File: src/rtl/axis_stream_checker_sync_fifo.sv
// Synchronous FIFO with first-word fall-through head.
// The head is read combinationally so it can be compared against a beat in
// the same cycle the beat is accepted. A write is allowed while full if a
// read happens in the same cycle, leaving occupancy unchanged.
module sync_fifo #(
  parameter int WIDTH = 8,
  parameter int DEPTH = 16
) (
  input  logic             clk,
  input  logic             rst_n,
  input  logic             wr_en,
  input  logic [WIDTH-1:0] wr_data,
  input  logic             rd_en,
  output logic [WIDTH-1:0] rd_data,
  output logic             full,
  output logic             empty
);
  localparam int AW = $clog2(DEPTH);

  logic [WIDTH-1:0] mem [DEPTH];
  logic [AW:0]      wr_ptr_reg;
  logic [AW:0]      rd_ptr_reg;
  logic [AW:0]      count;
  logic             wr_ok;
  logic             rd_ok;

  assign count = wr_ptr_reg - rd_ptr_reg;
  assign full  = (count == (AW+1)'(DEPTH));
  assign empty = (count == '0);
  assign rd_ok = rd_en & ~empty;
  assign wr_ok = wr_en & (~full | rd_ok);

  assign rd_data = mem[rd_ptr_reg[AW-1:0]];

  // Storage array; contents need no reset because pointers define validity.
  always_ff @(posedge clk) begin
    if (wr_ok) begin
      mem[wr_ptr_reg[AW-1:0]] <= wr_data;
    end
  end

  // Read/write pointers with an extra wrap bit for full/empty detection.
  always_ff @(posedge clk) begin
    if (!rst_n) begin
      wr_ptr_reg <= '0;
      rd_ptr_reg <= '0;
    end else begin
      if (wr_ok) wr_ptr_reg <= wr_ptr_reg + 1'b1;
      if (rd_ok) rd_ptr_reg <= rd_ptr_reg + 1'b1;
    end
  end

endmodule

File: config.mk
export PLATFORM = sky130hd
export DESIGN_NAME = sync_fifo
export DESIGN_NICKNAME = d
export VERILOG_FILES = /design/src/rtl/axis_stream_checker_sync_fifo.sv
export SDC_FILE = /design/constraint.sdc
export NUM_CORES = 1
export LEC_CHECK = 0
export ABC_AREA = 1
export CAP_MARGIN = 0
export CELL_PAD_IN_SITES_DETAIL_PLACEMENT = 1
export CELL_PAD_IN_SITES_GLOBAL_PLACEMENT = 1
export CORE_ASPECT_RATIO = 2
export CORE_MARGIN = 5
export CORE_UTILIZATION = 54
export DETAILED_ROUTE_END_ITERATION = 12
export PLACE_DENSITY = 0.95
export SLEW_MARGIN = 30
export SYNTH_ARGS = -nofsm -noshare
export SYNTH_HDL_FRONTEND = slang
export SYNTH_SLANG_ARGS = --single-unit
File: constraint.sdc
create_clock -name clk -period 4.98 [get_ports clk]
set_clock_uncertainty 0.2 [all_clocks]
set_input_delay 0.996 -clock clk [delete_from_list [all_inputs] [get_ports clk]]
set_output_delay 0.996 -clock clk [all_outputs]
set_load 0.02 [all_outputs]
-- Word level (Yosys, flattened, before mapping)
Memories as Yosys holds them, arrays and structs flattened. A register that Yosys moved wholly into a read port is not among the register bits.
Index checks and enable logic that the tools add are counted.
- bits in writable memories: 128
- bits in read-only memories: 0
- output and inout port bits: 10
- memories: 1
- bits in latches: 0
- bits in registers: 10
- memories (name ; depth ; bits a word ; read ports ; clocked after Yosys merged registers in ; wr ports ; RTL line ; RTL):
    mem ; 16 ; 8 ; 1 ; 1 ; 1 ; 20 ; logic [WIDTH-1:0] mem [DEPTH];
- order comparisons: 0
- shift operators: 0
- add/sub/neg operators: 3
- $mul: 0
- reductions and logical operators: 1
- bitwise gates (word level): 5
- div/mod/pow operators: 0
- equality and inequality tests: 1
- multiplexer cells: 4
- operators with widths (cell ; count):
    $add 5x1->5 const B ; 2
    $mux 4 ; 2
    $eq 5x5->1 const B ; 1
    $logic_not 5->1 ; 1
    $sub 5x5->5 ; 1
    $and 1x1->1 ; 2
    $mux 1 ; 2
    $not 1->1 ; 2
    $or 1x1->1 ; 1

-- Longest topological paths before layout
- depth in word-level cells: 8
- depth in mapped cells: 15
- gate-level depth less buffers: 15

-- Worst setup path after synthesis
No wires, ideal clock.
- path kind: register -> output
- start: register rd_ptr_reg[2]
- end: output port full
- setup slack: 2116 ps
- arrival: 1668 ps
- buffers on the path: 0
- stages on the path, launching flop included: 7
- required time: 3784 ps
- cells stage by stage: dfxtp_1 > inv_1 > ha_1 > or2_1 > nand3_2 > nand2_4 > nor3_1
- longest elaborated chain between the ends: 2
- ends and longest elaborated chain (item ; RTL line ; RTL):
    start: declaration ; 22 ; logic [AW:0] rd_ptr_reg;
    start signal: assignment ; 49 ; if (rd_ok) rd_ptr_reg <= rd_ptr_reg + 1'b1;
    $sub 5x5->5 ; 27 ; assign count = wr_ptr_reg - rd_ptr_reg;
    $eq 5x5->1 ; 28 ; assign full = (count == (AW+1)'(DEPTH));
    end: declaration ; 15 ; output logic full,
Every way passes these cells.

==> results by group <==
Placement
  – Final GP Congestion: 0.888
  – HPWL Detailed: 11500 µm
  – Dpl ws: 1.38 ns
  – Cell count after placement: 623
  – PortBufs: 21

Floorplan
  – FP Rows: 55
  – Die W: 85.1 µm
  – Die area: 0.0136 mm²
  – Top-level port count: 22
  – Die Span Y: around 160 µm
  – Core area: 0.0112 mm²
  – Initial core utilization: 54.2%

CTS
  – CTS Buffer Depth: 2
  – CTS resizes: 0
  – Clock transition at path regs: 0.06 ns
  – Sink Count: 142
  – CTS tree: built
  – Cts hold-fix bufs: 0
  – Setup Buffers After CTS: 0
  – H-tree depth: 4
  – CTS buffer count: 17
  – Root buf cell: clkbuf_16
  – Worst skew pair latency: 0.42 ns

GRT
  – GRT Util Overall: 26.5%
  – Vias in the first global route: approximately 4.4k
  – Global-route wire length before repair: 25800 µm
  – Antenna violations before repair: 0
  – GR Overflow Total: 0
  – Pin count of the biggest net entering global routing: 67

Layout
  – Max reg flops: 128
  – Final #Nets: 521
  – FF/Latch Area: 0.00413 mm²
  – Layout cells sized above 1: 11.1%
  – # fillers: 1099
  – Area delta synth->final: 14.6%
  – Finished Layout Cells: 655
  – Ant diodes: 0
  – Area used by multi-input combinational logic: 0.00164 mm²

Detailed routing
  – Vias: 4000
  – Routed WL: 17000 µm
  – Avg WL per Cell: between 20 and 30 µm
  – DRC violations left: 0
  – Drt pass-1 iters: 7
  – Post-DRT Antenna Nets: 0
  – First DRT Iteration DRCs: 404
  – Drt via density: 6.11

STA
  – Part of the cycle the worst path needs: 81.7%
  – Unrepaired setup endpoints after global routing: false
  – FMAX: 246 MHz
  – Slew @ Worst Pin: between 0.9 and 1 ns
  – Slew margin rel.: between 30% and 40%
  – Fin crit period: ~4 ns
  – Setup TNS: 0 ns
  – WHS: 0.343 ns
  – Final setup fails: 0
  – Final Slew Violations: 0
  – Final number of hold-violating endpoints: 0
  – Final setup margin: about 0.9 ns

Pwr
  – Static leakage: 0.00244 µW
  – Max VDD drop: 0.000276 V
  – PwrDens: roughly 440 mW/mm²

Synth
  – Warnings, synthesis: 0
  – Synth Area in Adders: 1.85%
  – Area leader, netlist: edfxtp_1
  – Mapped Area: 0.00608 mm²
  – Synth Flop Type: edfxtp_1
  – Mux contribution to synthesized area: ~5.3%
  – Yosys reg bits: 142
  – Largest family of logic cells by synthesized area: compound AO/OA/AOI/OAI gates
  – Post-Synth Simple-Gate Area: between 8 and 9%
  – Post-synth top cells: edfxtp_1 (128), inv_1 (45), a21oi_1 (40)
  – Compound-Gate Fraction of Synth Area: 10.6%
  – Synth cell types: 30
  – Avg Cell Area, Syn: about 13 µm²
  – Mapped Cells: 479
  – Most common cell in the synthesized netlist: edfxtp_1
  – Post-synth ARST share: 0%
  – Post-synthesis sequential area ratio: 67.8%
  – Top cells by area, synth: edfxtp_1 (63%), mux2i_1 (5.3%), dfxtp_1 (4.6%)
  – Post-synth EDFFs: about 130
  – Xor/xnor share of the synthesized area: 1.15%
  – Syn nets: 500
  – Share of the synthesized area in the top cell type: 63.2%

Setup path
  – Critical Path RT: 3.78 ns
  – Critical path class: reg2out
  – Crit Path Max Fanout: between 60 and 70
  – Setup crit start kind: flop
  – Worst Path Arrival: around 2.9 ns
  – Worst R2R Path Depth: 13
  – CP endpoint kind: output port

Hold path
  – Hold Path Cell Cnt: 2
  – Worst hold path type: reg2reg

Flow run
  – Max_cap viols: 0

Outcome
  – Outcome: finished clean
-- critical path, cell delays in order (launching register included) --
cell	delay, ns
dfxtp_4	0.84
buf_4	0.39
mux2i_1	0.13
o211ai_1	0.22
nand3_1	0.10
nand2_1	0.12
clkdlybuf4s50_1	0.61
-- metrics by stage --
| step | utilization, % | power (µW) | cell area, µm² |
|---|---|---|---|
| after floorplan | - | 1680 | 6080 |
| after global placement | 57.0 | 1820 | 6390 |
| after detailed placement | 57.0 | 1850 | 6390 |
| after CTS | 62.2 | 3070 | 6970 |
| after global routing | 62.2 | 3180 | 6970 |
| final | 62.2 | 3070 | 6970 |
-- kinds of logic after synthesis --
group	Yosys count
and+or+nand+nor	99
muxes	32
adders and majority gates	9
buffers and inverters	76
DFF	142
xor gates and xnor gates	8
AOI/OAI and AO/OA	113
-- per-layer routing --
| layer | vias to the layer above | share of wire, % | wire [µm] | global-route usage (%) |
|---|---|---|---|---|
| li1 | 1767 | - | - | - |
| met1 | 1984 | 33 | 5560 | 26.8 |
| met2 | 178 | 55 | 9450 | 46.5 |
| met3 | 71 | 4.5 | 765 | 5.27 |
| met4 | 0 | 7.4 | 1260 | 19.7 |
| met5 | - | 0 | 0 | 0 |
-- placed cells by master, fill, tap and decap left out --
cell / n
a21oi_1: 40
buf_4: 4
bufinv_16: 1
clkbuf_1: 1
clkbuf_16: 17
clkbuf_8: 3
clkdlybuf4s50_1: 21
clkinv_1: 1
clkinv_2: 4
clkinv_4: 1
clkinvlp_4: 7
dfxtp_1: 13
dfxtp_4: 1
edfxtp_1: 128
ha_1: 9
inv_1: 44
inv_2: 3
inv_4: 1
inv_6: 2
mux2i_1: 32
nand2_1: 34
nand2_2: 4
nand2_4: 4
nand3_1: 24
nand3_2: 2
nand3_4: 1
nand3b_1: 1
nor2_1: 25
nor2_2: 1
nor2_8: 1
nor3_1: 1
o211ai_1: 32
o21ai_0: 32
o21ai_1: 9
or2_1: 1
xnor2_1: 3
xor2_1: 5
-- worst paths after layout --
path / from / endpoint / slack [ns]
hold / removal: rd_ptr_reg[4] / rd_ptr_reg[4] / 0.34
setup / recovery: flop / rd_data[2] / 0.91
setup reg to reg: rd_ptr_reg[1] / mem[7][5] / 1.79
hold reg to reg: rd_ptr_reg[4] / rd_ptr_reg[4] / 0.34
-- power by group --
part	switching (µW)	internal, µW	leakage, µW
sequential	42.0	1330	0.00127
combinational	297	169	0.000911
clock	506	729	0.000261
-- final cells by class --
type,instances,area share [%]
Sequential cell,142,59.2
Multi-Input combinational cell,261,23.6
Clock buffer,21,6.75
Timing Repair Buffer,25,3.44
Inverter,53,2.96
Tap cell,142,2.55
Clock inverter,11,1.56
Power figures use the tool's default switching activity.
